==> src/rtl/btn_debounce.sv <==
// btn_debounce
//   Single-input push-button/switch debouncer. The raw input is passed
//   through a two-flop synchroniser, then qualified by a four-state FSM that
//   only accepts a new level after STABLE_TICKS consecutive `tick` samples
//   at that level. Any return to the old level while waiting aborts the
//   qualification without producing a pulse.
//
// Parameters
//   STABLE_TICKS : counted ticks needed to accept a change (1..255)
//
// Ports
//   clk_in   in  : system clock, rising edge
//   reset    in  : synchronous, active-high
//   tick     in  : one-cycle sampling strobe from the clock divider
//   sw_in    in  : raw button/switch, asynchronous to clk_in
//   db_level out : debounced level (registered)
//   db_rise  out : one-cycle pulse on db_level 0->1 (registered)
//   db_fall  out : one-cycle pulse on db_level 1->0 (registered)
module btn_debounce #(
    parameter int STABLE_TICKS = 3
) (
    input  logic clk_in,
    input  logic reset,
    input  logic tick,
    input  logic sw_in,
    output logic db_level,
    output logic db_rise,
    output logic db_fall
);

    typedef enum logic [1:0] {
        ZERO  = 2'd0,
        WAIT1 = 2'd1,
        ONE   = 2'd2,
        WAIT0 = 2'd3
    } state_t;

    // Terminal count: the tick that arrives while cnt equals this value is
    // the STABLE_TICKS-th one, so cnt never goes beyond it.
    localparam logic [7:0] CNT_LAST = 8'(STABLE_TICKS - 1);

    logic   s1;
    logic   sw_sync;
    state_t state;
    state_t state_nxt;
    logic [7:0] cnt;
    logic [7:0] cnt_nxt;
    logic   rise_nxt;
    logic   fall_nxt;

    // Synchroniser stage: sw_in -> s1 -> sw_sync
    always_ff @(posedge clk_in) begin
        if (reset) begin
            s1      <= 1'b0;
            sw_sync <= 1'b0;
        end else begin
            s1      <= sw_in;
            sw_sync <= s1;
        end
    end

    always_comb begin
        state_nxt = state;
        cnt_nxt   = cnt;
        rise_nxt  = 1'b0;
        fall_nxt  = 1'b0;
        case (state)
            ZERO: begin
                if (sw_sync) begin
                    state_nxt = WAIT1;
                    cnt_nxt   = 8'd0;
                end
            end
            WAIT1: begin
                // A bounce back low aborts immediately, tick or not.
                if (!sw_sync) begin
                    state_nxt = ZERO;
                end else if (tick) begin
                    if (cnt == CNT_LAST) begin
                        state_nxt = ONE;
                        rise_nxt  = 1'b1;
                    end else begin
                        cnt_nxt = cnt + 8'd1;
                    end
                end
            end
            ONE: begin
                if (!sw_sync) begin
                    state_nxt = WAIT0;
                    cnt_nxt   = 8'd0;
                end
            end
            WAIT0: begin
                if (sw_sync) begin
                    state_nxt = ONE;
                end else if (tick) begin
                    if (cnt == CNT_LAST) begin
                        state_nxt = ZERO;
                        fall_nxt  = 1'b1;
                    end else begin
                        cnt_nxt = cnt + 8'd1;
                    end
                end
            end
            default: begin
                state_nxt = ZERO;
                cnt_nxt   = 8'd0;
            end
        endcase
    end

    // FSM / output register stage. db_level follows the next state so that
    // it changes on the same edge as the corresponding pulse.
    always_ff @(posedge clk_in) begin
        if (reset) begin
            state    <= ZERO;
            cnt      <= 8'd0;
            db_level <= 1'b0;
            db_rise  <= 1'b0;
            db_fall  <= 1'b0;
        end else begin
            state    <= state_nxt;
            cnt      <= cnt_nxt;
            db_level <= (state_nxt == ONE) || (state_nxt == WAIT0);
            db_rise  <= rise_nxt;
            db_fall  <= fall_nxt;
        end
    end

endmodule

==> config.mk <==
export PLATFORM = sky130hd
export DESIGN_NAME = btn_debounce
export DESIGN_NICKNAME = d
export VERILOG_FILES = /design/src/rtl/btn_debounce.sv
export SDC_FILE = /design/constraint.sdc
export NUM_CORES = 1
export LEC_CHECK = 0
export ABC_AREA = 1
export BUFFER_PORTS_ARGS = -buffer_cell sky130_fd_sc_hd__buf_4
export CAP_MARGIN = 10
export CORE_UTILIZATION = 45
export CTS_CLUSTER_SIZE = 12
export DETAILED_ROUTE_END_ITERATION = 10
export GPL_ROUTABILITY_DRIVEN = 0
export PLACE_DENSITY = 0.6
export SLEW_MARGIN = 25
export SYNTH_ARGS = -nofsm -noshare
export SYNTH_HDL_FRONTEND = slang
export SYNTH_SLANG_ARGS = --single-unit
==> constraint.sdc <==
create_clock -name clk_in -period 3.6 [get_ports clk_in]
set_input_delay 0.9 -clock clk_in [delete_from_list [all_inputs] [get_ports clk_in]]
set_output_delay 0.9 -clock clk_in [all_outputs]
set_load 0.05 [all_outputs]
# After elaboration in Yosys (flattened, before gate mapping)
# Index checks and enable logic that the tools add are counted.
# totals
elab_cells	44
reg_bits	15
out_inout_bits	3
inputBits	4
# op_classes
n_eq_ne	10
n_reduce_logical	5
bitwise	3
addsub	1
mux	18
# ops
operator	count
2-to-1 mux 8 bit	6
case mux 8 bit (4 select lines)	1
2-to-1 mux 2 bit	8
adder 8 x 1 -> 8 bit (second input constant)	1
== test 2 bit (second input constant)	4
== test 8 x 2 -> 1 bit (second input constant)	1
inequality test 2 bit (second input constant)	4
case mux 2 bit (4 select lines)	1
OR reduction 3 bit	2
AND reduction 4 bit	1
NOT 1 bit	3
== test 2 x 1 -> 1 bit (second input constant)	1
zero test 2 bit	1
2-to-1 mux 1 bit	2
logical OR 1 bit	1

# Logic depth before layout (Yosys ltp)
# Gate-level depths: netlist (run 1).
# logic_depth
ltp_word	7
mapped_depth	11
depth_no_buf	10

# Worst setup path after synthesis (run 1)
# OpenSTA, ideal clock, no wires.
# synth_path
kind	input -> register
start	input port tick
end	register cnt[5]
setup_ns	0.114
cell_stages	8
path_slack_ns	2.021
t_arrival_ns	1.465
n_path_buf	1
required_ns	3.486
path_cell_list	inv_1 > a21oi_2 > nand2_4 > nand2_4 > buf_6 > nand2_2 > nand2_1 > nor2_1
# synth_between
elab_chain_cells	3
word_cells_on_any_way	4
cone_classes	4 x mux
# synth_rtl
item	line_no	source
start: declaration	24	input logic tick,
2-to-1 mux 8 bit (*)	--	
2-to-1 mux 8 bit, on equally long branches	--	
case mux 8 bit (4 select lines) (*)	--	
end signal: assignment	123	cnt <= cnt_nxt;
end: declaration	46	logic [7:0] cnt;
# Mark *: on every way between the ends. The rest lies on a longest branch, timed or not. The select of a mux whose other input is x is not followed.
# A chain may end at the register's enable or synchronous reset.

# Final worst setup path (run 1)
# layout_path
start	register db_level
end	output port db_level
# layout_rtl
item	line_no	source
start: declaration	26	output logic db_level,
start signal: assignment	124	db_level <= (state_nxt == ONE) || (state_nxt == WAIT0);
# No word-level cell between the ends.

==> results.md, run 1 <==
- Min Hold Slack: 0.406 ns
- Synth Warn #: 0
- DRT antenna net count: 0
- M2 GR Usage: 0.241
- Crit path max-delay family: flip-flops
- Post-CTS setup buffer count: 0
- Period utilisation layout: 0.495
- WS Path Type: reg2out
- Fin. max-slew vios: 0
- Leakage power: 0.329 nW
- RSZ-0062 raised after global routing: no
- Syn_nets: 108
- Part of the Yosys area used for sequential elements: 0.397
- H-Tree Depth: 1
- Required time of the worst setup path: 2.70 ns
- Hold_buf cts: 0
- Fin. Hold Viols: 0
- Crit path max-delay cell type: dfxtp_1
- Sink Count: 14
- Antenna diode count: 0
- Netlist Area Pre-Place: 706 µm²
- Clock tree from TritonCTS: done
- Routed len/inst: 9.76 µm
- Initial core utilization: 0.510
- Crit start category: register
- Max_cap viols: 0
- PwrDens: 367 nW/µm²
- Mux cell area share after synthesis: 0
- Grt met1 use: 0.228
- Xor/xnor cell area share of the yosys netlist: 0.0124
- GR Util All Layers: 0.160
- CP endpoint kind: primary output
- Largest family of logic cells by synthesized area: simple AND/OR/NAND/NOR gates
- Gr ovfl total: 0
- Core Util, Final: 0.575
- # IOs: 7
- First-pass GRT wire length: 2.16 mm
- Area of the multi-input gates: 358 µm²
- Max clock buf depth: 2
- CTS Root Cell: clkbuf_4
- Final Setup Violations: 0
- Post-CTS sizing: 0
- Max_slew headroom: 0.771
- VDD IR max: 0.247 mV
- Vias per cell: 4.79
- Slew at the pin closest to its max-slew limit: 0.341 ns
- DP HPWL: 932 µm
- Clock-pin slew on the worst setup and hold paths: 0.08 ns
- F_max: 561 MHz
- Yosys cell types: 18
- GRT Max-Usage Layer: met2
- Final Skew: 0.00833 ns
- Layout fillers: 136
- DRC violations left: 0
- Synthesized instance count: 102
- Seq cells post-synth: 14
- Die Height: 41.6 µm
- Synth Area in Compound Gates: 0.103
- Sequential cell area: 280 µm²
- WP data arrival: 0.88 ns
- Layout cells sized above 1: 0.207
- Worst-skew pair later-pin latency: 0.28 ns
- Max FO, Critical Path: 4
- Worst path max stage delay: 0.39 ns
- Num CTS Buffers: 3
- Crit path cell chain: buf_4
- Core Region: 1380 µm²
- Pre-antenna DRT Iters: 6
- IO buf count: 6
- Vias in the first global route: 517
- Status: finished, final reports clean
- Simple-gate share of the synthesized area: 0.356
- Layout area overhead: 12.6%
- Die extent in x: 41.6 µm
- Fin nets: 118
- Antenna violations before repair: 0
- Fin crit period: 1.78 ns
- Met3 Usage GRT: 0.0391
- Avg Cell Area, Syn: 6.92 µm²
- Routed wire length: 1.23 mm
- Die area: 1730 µm²
- Hold crit path type: reg2reg
- Total number of vias: 603
- DRT iter0 DRCs: 19
- Largest net degree at the start of global routing: 13
- Adder-cell share of the synthesized area: 0.0355
- CP Buf/Inv Count: 1
- Num rows: 13
- Fin Setup TNS: 0 ns
## routing by layer
layer | wire length, µm | up-vias
met5 | 0 | -
met4 | 14 | 0
met3 | 53 | 2
met2 | 485 | 14
met1 | 677 | 250
li1 | - | 337
## layout make-up
| type | count | area share |
|---|---|---|
| Multi-Input combinational cell | 72 | 0.450 |
| Sequential cell | 14 | 0.353 |
| Inverter | 15 | 0.0709 |
| Timing Repair Buffer | 6 | 0.0567 |
| Clock buffer | 4 | 0.0457 |
| Tap cell | 15 | 0.0236 |
## metrics by stage
step / std cells / total power [mW] / setup slack (ns) / instance area (µm²)
2_1_floorplan: 102 / 0.175 / 2.02 / 706
3_3_place_gp: 122 / 0.180 / 1.90 / 758
3_5_place_dp: 122 / 0.180 / 1.89 / 758
4_1_cts: 126 / 0.295 / 1.81 / 795
5_1_grt: 126 / 0.305 / 1.78 / 795
6_report: 126 / 0.292 / 1.82 / 795
## worst register-to-register path, delay by kind of cell, from the launching register on
kind,cells,cell delay (ns)
AO/OA/AOI/OAI,1,0.12
buffers and inverters,1,0.07
flip-flops,1,0.36
adder cells (fa/ha/maj),1,0.14
AND/OR/NAND/NOR,5,0.64
## cell usage after synthesis, drive strengths merged
master  count  area, µm²
buf         1       11.3
ha          2       25.0
nor4        1       6.26
o21ai       4       20.0
xor2        1       8.76
nand4       1       6.26
dfxtp      14        280
nand2      26        123
nor2       21       81.3
nand3       6       30.0
inv        15       56.3
nor3        1       5.00
a21oi       9       52.6
## where the power goes
| group | switching, mW | internal [mW] |
|---|---|---|
| combinational | 0.0116 | 0.00638 |
| clock | 0.0535 | 0.0616 |
| sequential | 0.00166 | 0.157 |
| total | 0.0668 | 0.225 |
## final timing paths
check	startpoint	to	slack [ns]	cells past startpoint
worst min-delay path	s1	sw_sync	0.41	2
worst max register to register	cnt[0]	db_level	2.20	8
worst max-delay path	db_level	db_level	1.82	1
worst min register to register	s1	sw_sync	0.41	2
## kinds of logic after synthesis
| group | count (synthesis) |
|---|---|
| AND/OR/NAND/NOR | 56 |
| buffers and inverters | 16 |
| flip-flops | 14 |
| AO/OA/AOI/OAI | 13 |
| adder cells (fa/ha/maj) | 2 |
| XOR/XNOR | 1 |
## state kept, by name, summed over array words and instances (netlist names)
register,cells
cnt,8
db_fall,1
db_level,1
db_rise,1
s1,1
state,1
sw_sync,1
## cells in the final DEF, fill, tap and decap left out, types with 2 or more instances in the layout
cell type,count
a21oi_1,7
nand2_1,20
inv_2,4
ha_1,2
dfxtp_1,14
a21oi_2,2
buf_4,6
clkbuf_4,3
o21ai_0,4
nor2_1,20
inv_1,11
nand2_2,4
nand2_4,2
nand3_1,6
Note: power is estimated with default switching activity, not from simulation.
==> run 2: changes to the inputs <==
--- a/config.mk
+++ b/config.mk
@@ -5,14 +5,14 @@
 export SDC_FILE = /design/constraint.sdc
 export NUM_CORES = 1
 export LEC_CHECK = 0
-export ABC_AREA = 1
+export ABC_AREA = 0
 export BUFFER_PORTS_ARGS = -buffer_cell sky130_fd_sc_hd__buf_4
 export CAP_MARGIN = 10
 export CORE_UTILIZATION = 45
 export CTS_CLUSTER_SIZE = 12
 export DETAILED_ROUTE_END_ITERATION = 10
 export GPL_ROUTABILITY_DRIVEN = 0
-export PLACE_DENSITY = 0.6
+export PLACE_DENSITY = 0.63
 export SLEW_MARGIN = 25
 export SYNTH_ARGS = -nofsm -noshare
 export SYNTH_HDL_FRONTEND = slang
==> constraint.sdc (replaced) <==
create_clock -name clk_in -period 1.51 [get_ports clk_in]
set_input_delay 0.3775 -clock clk_in [delete_from_list [all_inputs] [get_ports clk_in]]
set_output_delay 0.3775 -clock clk_in [all_outputs]
set_load 0.05 [all_outputs]
==> run 2 against run 1 <==
  * Power grew 130%
  * Utilization grew 21 points
  * Critical path type is now reg2reg
  * Non-clock buffer count increased by 16
  * Highest routed layer unchanged
  * Worst setup slack got worse by 1.8 ns
==> results.md, run 2 <==
- R2R Path Start: sw_sync
- IO buf count: 6 (unchanged)
- Layout cells sized above 1: 0.505 (+0.298)
- Max_cap viols: 0 (unchanged)
- CTS Root Cell: clkbuf_4
- Antenna diode count: 0 (unchanged)
- Final Skew: 0.00196 ns (-0.00638 ns)
- WP data arrival: 1.67 ns (+0.79 ns)
- WS Path Type: reg2reg
- Sink Count: 14 (unchanged)
- Layout fillers: 86 (-37%)
- Total number of vias: 543 (-10%)
- Part of the Yosys area used for sequential elements: 0.453 (+0.0563)
- DRT antenna net count: 0 (unchanged)
- Clock-pin slew on the worst setup and hold paths: 0.08 ns (about the same)
- Antenna violations before repair: 0 (unchanged)
- Leakage power: 0.352 nW (+6.9%)
- Worst reg-to-reg setup slack: 0.008 ns (-2.19 ns)
- Slew at the pin closest to its max-slew limit: 0.570 ns (+0.229 ns)
- HP Start: sw_in
- Seq cells post-synth: 14 (unchanged)
- GR Util All Layers: 0.213 (+0.0534)
- Initial core utilization: 0.521 (+0.0107)
- Avg Cell Area, Syn: 9.37 µm² (+35%)
- R2R cell count: 5 (-3)
- Die Height: 39.1 µm (-6.1%)
- Sequential cell area: 302 µm² (+7.6%)
- Worst hold stages: 2 (unchanged)
- Crit start category: register
- Num CTS Buffers: 3 (unchanged)
- Fin crit period: 1.50 ns
- Vias in the first global route: 514 (-0.58%)
- Area contributors post-synth: dfxtp_1 45%, nor4b_1 7.1%, nor2_1 5.5%, xnor2_1 4.3%, ha_1 4.0%
- Period utilisation layout: 0.995
- H-Tree Depth: 1 (unchanged)
- DRC violations left: 0 (unchanged)
- Core Region: 1190 µm² (-14%)
- F_max: 666 MHz
- Largest register FFs: 8 (unchanged)
- Synth top cells by count: 14 x dfxtp_1, 9 x nor2_1, 6 x nand2_1
- Layout area overhead: 50.6%
- Fin nets: 98 (-17%)
- RSZ-0062 raised after global routing: yes
- Syn_nets: 72 (-33%)
- Pre-antenna DRT Iters: 2 (-4)
- R2R Path End: cnt[4]
- Final Setup Violations: 0 (unchanged)
- Routed len/inst: 13.2 µm (+35%)
- Async set or reset register ratio after synthesis: 0 (unchanged)
- Synthesized instance count: 66 (-35%)
- DP HPWL: 968 µm (+3.8%)
- Area of the multi-input gates: 403 µm² (+13%)
- Fin. Hold Viols: 0 (unchanged)
- Post-synth EDFFs: 0 (unchanged)
- Num rows: 12 (-1)
- Max clock buf depth: 2 (unchanged)
- VDD IR max: 0.500 mV (+100%)
- Yosys cell types: 24 (+6)
- Clock tree from TritonCTS: done
- Synth Warn #: 0 (unchanged)
- Synth area leader: dfxtp_1
- Biggest register: cnt
- CP endpoint kind: register
- Worst-skew pair later-pin latency: 0.28 ns (about the same)
- Max FO, Critical Path: 8 (+4)
- Vias per cell: 5.17 (+8.1%)
- Pre-CTS setup slack: -0.0757 ns (-1.96 ns)
- Yosys top cell area share: 0.453 (+0.0563)
- Most frequent cells in the layout: 22 x buf_4, 9 x nor2_1, 7 x dfxtp_1
- Gr ovfl total: 0 (unchanged)
- First-pass GRT wire length: 2.09 mm (-3.2%)
- Hold EP: s1
- Most numerous cell in the Yosys netlist: dfxtp_1
- Hold crit path type: in2reg
- Status: finished, final reports clean
- Min Hold Slack: 0.311 ns (-0.0949 ns)
- DRT iter0 DRCs: 9 (-10)
- Routed wire length: 1.38 mm (+12%)
- Fin. max-slew vios: 0 (unchanged)
- Max_slew headroom: 0.617 (-0.154)
- Die area: 1530 µm² (-12%)
- Required time of the worst setup path: 1.68 ns (-1.02 ns)
- # IOs: 7 (unchanged)
- Setup WS post-layout: 0.00827 ns (-1.81 ns)
- Die extent in x: 39.1 µm (-6.1%)
- Largest net degree at the start of global routing: 11 (-2)
- Design Power: 675 µW (+130%)
- PwrDens: 725 nW/µm² (+98%)
- Ys flop type: dfxtp_1
- Netlist Area Pre-Place: 618 µm² (-12%)
- Hold_buf cts: 0 (unchanged)
- Commonest non-fill, non-tap cell in the layout: buf_4
[run 2: changes by cell type after synthesis, sizes merged, moves of 4 or more]
cell	before	now
xnor2	0	4
a21oi	9	2
nor2	21	9
inv	15	2
nand2	26	6
nor4b	0	5
[run 2: where the power goes]
group | internal, mW | switching, mW | leakage [nW]
combinational | 0.0221 | 0.0209 | 0.213
sequential | 0.363 | 0.00261 | 0.118
clock | 0.147 | 0.119 | 0.0210
[run 2: area by class of cell]
class,instances,area share
repair buffers,22,0.177
multi-input cells,49,0.433
clock buffers,4,0.0390
inverters,2,0.00806
well taps,14,0.0188
flip-flops and latches,14,0.324
[run 2: worst max-delay path: stages, from the launching register on]
cell and delay (ns):
dfxtp_1 0.43, xnor2_4 0.10, buf_4 0.18, nor4b_1 0.44, xnor2_1 0.19, nor2_1 0.06
[run 2: logic make-up after synthesis]
| kind of cell | Yosys count | synth area share |
|---|---|---|
| simple gates | 31 | 0.275 |
| flops | 14 | 0.453 |
| compound gates | 10 | 0.113 |
| xor+xnor | 5 | 0.0830 |
| buf+inv | 3 | 0.0182 |
| fa+ha+maj | 2 | 0.0405 |
| mux | 1 | 0.0162 |
[run 2: worst max-delay path by stage]
stage | startpoint | end | slack (ns)
2_1_floorplan | db_level | cnt[7] | 0.003
3_3_place_gp | tick | cnt[7] | -0.02
3_5_place_dp | cnt[0] | cnt[0] | -0.08
4_1_cts | cnt[1] | cnt[7] | 0.002
5_1_grt | cnt[1] | cnt[4] | -0.10
6_report | sw_sync | cnt[4] | 0.008
[run 2: layer usage]
metal | GRT usage | vias to the layer above | share of wire
met5 | 0 | - | 0
met4 | 0.129 | 0 | 0.0072
met3 | 0.0520 | 2 | 0.018
met2 | 0.367 | 6 | 0.50
met1 | 0.230 | 249 | 0.48
li1 | - | 286 | -
[run 2: through the flow]
step	util	area (µm²)	instances	TNS, ns
finish	0.785	931	105	0
CTS	0.729	865	104	0
floorplan	-	633	66	0
global placement	0.672	797	99	-0.0498
detailed placement	0.672	797	99	-0.320
global route	0.785	931	105	-0.147
[run 2: what timing repair did]
action | CTS | global route
setup buffers | 1 | 2
pin swaps | 1 | 3
resized for setup | 8 | 15
setup endpoints to repair | 9 | 11
==> run 3: changes to the inputs <==
--- a/config.mk
+++ b/config.mk
@@ -6,13 +6,14 @@
 export NUM_CORES = 1
 export LEC_CHECK = 0
 export ABC_AREA = 0
-export BUFFER_PORTS_ARGS = -buffer_cell sky130_fd_sc_hd__buf_4
 export CAP_MARGIN = 10
 export CORE_UTILIZATION = 45
 export CTS_CLUSTER_SIZE = 12
 export DETAILED_ROUTE_END_ITERATION = 10
+export DONT_BUFFER_PORTS = 1
 export GPL_ROUTABILITY_DRIVEN = 0
-export PLACE_DENSITY = 0.63
+export PLACE_DENSITY = 0.59
+export REMOVE_ABC_BUFFERS = 1
 export SLEW_MARGIN = 25
 export SYNTH_ARGS = -nofsm -noshare
 export SYNTH_HDL_FRONTEND = slang
==> run 3 against run 2 <==
  * The run now ends with negative setup slack left
  * Maximum frequency decreased by 1.5%
  * Sequential share of layout area decreased by 0.12 points
  * Routed wire length increased by 4.2%
  * Clock skew increased by 0.00092 ns
  * Critical path depth decreased by 1
  * Die area unchanged
  * Clock power increased by 2%
  * Critical endpoint is now cnt[7]
  * Highest routed layer unchanged
==> results.md, run 3 (same netlist as run 2, synthesis figures left out) <==
- Worst hold stages: 1 (-1)
- Placed cell areas: 714 µm² (-10%)
- R2R Path End: cnt[7]
- VDD IR max: 0.447 mV (-11%)
- DP HPWL: 842 µm (-13%)
- Fin. max-slew vios: 0 (unchanged)
- R2R cell count: 4 (-1)
- Layout area overhead: 46.2%
- Num rows: 12 (unchanged)
- Crit path max-delay cell type: or4_4
- Largest register FFs: 8 (unchanged)
- Total number of vias: 547 (+0.74%)
- HP Start: reset
- Hold_buf cts: 0 (unchanged)
- Core Util, Final: 0.762 (-0.0232)
- Gr ovfl total: 0 (unchanged)
- Max_cap viols: 0 (unchanged)
- Leakage power: 0.320 nW (-9.1%)
- PwrDens: 743 nW/µm² (+2.5%)
- Die Height: 39.1 µm (unchanged)
- Placed Cells: 90 (-9.1%)
- Clock tree from TritonCTS: done
- Pre-antenna DRT Iters: 4 (+2)
- Area of the multi-input gates: 438 µm² (+8.7%)
- Final design instance area without fill: 903 µm² (-3.0%)
- Crit start category: register
- DRC violations left: 0 (unchanged)
- Die extent in x: 39.1 µm (unchanged)
- First-pass GRT wire length: 2.07 mm (-0.96%)
- Setup WS post-layout: -0.0149 ns (-0.0232 ns)
- H-Tree Depth: 1 (unchanged)
- DRT iter0 DRCs: 19 (+10)
- Largest net degree at the start of global routing: 11 (unchanged)
- Max FO, Critical Path: 3 (-5)
- WP data arrival: 1.74 ns (+0.07 ns)
- DRT antenna net count: 0 (unchanged)
- Routed wire length: 1.44 mm (+4.2%)
- Crit path cell chain: nand3_4, or4_4, or3_4, a21oi_2
- Fin Setup TNS: -0.0149 ns (-0.0149 ns)
- Design Power: 671 µW (-0.55%)
- F_max: 656 MHz (-1.5%)
- RSZ-0062 raised after global routing: yes
- Crit path max-delay family: simple AND/OR/NAND/NOR gates
- Worst path max stage delay: 0.55 ns (+0.11 ns)
- Sequential cell area: 292 µm² (-3.3%)
- Num CTS Buffers: 3 (unchanged)
- Fin. Hold Viols: 0 (unchanged)
- CP Buf/Inv Count: 0 (-1)
- Period utilisation layout: 1.01 (+0.0154)
- Initial core utilization: 0.521 (unchanged)
- Layout fillers: 76 (-12%)
- WS Path Type: reg2reg
- GR Util All Layers: 0.204 (-0.00940)
- Final Setup Violations: 1 (+1)
- Required time of the worst setup path: 1.72 ns (+0.04 ns)
- Antenna violations before repair: 0 (unchanged)
- Most frequent cells in the layout: 15 x buf_4, 8 x nor2_1, 7 x dfxtp_1
- Worst-skew pair later-pin latency: 0.28 ns (about the same)
- IO buf count: 0 (-6)
- Core Region: 1190 µm² (unchanged)
- Final Skew: 0.00287 ns (+0.000916 ns)
- Routed len/inst: 14.7 µm (+12%)
- # IOs: 7 (unchanged)
- Antenna diode count: 0 (unchanged)
- Fin crit period: 1.52 ns (+0.0232 ns)
- CP endpoint kind: register
- CTS Root Cell: clkbuf_4
- Commonest non-fill, non-tap cell in the layout: buf_4
- Failing checks: negative setup slack
- Worst reg-to-reg setup slack: -0.01 ns (-0.02 ns)
- Hold EP: sw_sync
- Layout cells sized above 1: 0.524 (+0.0183)
- Fin cells: 98 (-6.7%)
- Critical Path Source: cnt[1]
- Sink Count: 14 (unchanged)
- Vias per cell: 5.58 (+7.9%)
- Clock-pin slew on the worst setup and hold paths: 0.09 ns (about the same)
- Biggest register: cnt
- Max clock buf depth: 2 (unchanged)
- R2R Path Start: cnt[1]
- Status: finished with violations
- Vias in the first global route: 489 (-4.9%)
- Fin nets: 91 (-7.1%)
- Die area: 1530 µm² (unchanged)
- Max_slew headroom: 0.631 (+0.0141)
- Slew at the pin closest to its max-slew limit: 0.552 ns (-0.0182 ns)
- Hold crit path type: in2reg
run 3: cell types whose count changed in the layout (fill, tap and decap cells not counted), sizes merged:
| cell | delta |
|---|---|
| buf | -7 |
run 3: timing repair:
item	CTS	global route
endpoints found under the hold margin	0	0
resized for setup	13	16
setup buffers	3	2
setup endpoints to repair	6	9
pin swaps	3	7
run 3: where the power goes:
| part | internal [mW] | leakage, nW | switching (mW) | total, mW |
|---|---|---|---|---|
| Sequential | 0.370 | 0.117 | 0.00171 | 0.372 |
| Combinational | 0.0126 | 0.182 | 0.0150 | 0.0276 |
| Clock | 0.147 | 0.0210 | 0.125 | 0.271 |
run 3: worst max path at each step:
stage | to | slack, ns | cells past startpoint
finish | cnt[7] | -0.01 | 4
global route | db_level | -0.09 | 7
CTS | cnt[7] | 0.0002 | 4
detailed placement | cnt[1] | -0.08 | 7
global placement | cnt[7] | -0.04 | 4
floorplan | cnt[7] | -0.49 | 4
run 3: final cells by class:
cell class	count	share of cell area
Clock buffer	4	0.0402
Inverter	2	0.00831
Multi-Input combinational cell	49	0.485
Sequential cell	14	0.323
Tap cell	14	0.0194
Timing Repair Buffer	15	0.125
run 3: metrics by stage:
| step | hold WS [ns] | setup WS, ns |
|---|---|---|
| finish | 0.150 | -0.0149 |
| global route | 0.140 | -0.0892 |
| floorplan | 0.414 | -0.486 |
| detailed placement | 0.432 | -0.0785 |
| global placement | 0.437 | -0.0427 |
| CTS | 0.146 | 0.000230 |
run 3: layer usage:
layer / up-vias / GRT usage / routed length [µm]
li1: 270 / - / -
met1: 264 / 0.262 / 648
met2: 11 / 0.308 / 735
met3: 2 / 0.0520 / 44
met4: 0 / 0.103 / 11
met5: - / 0 / 0
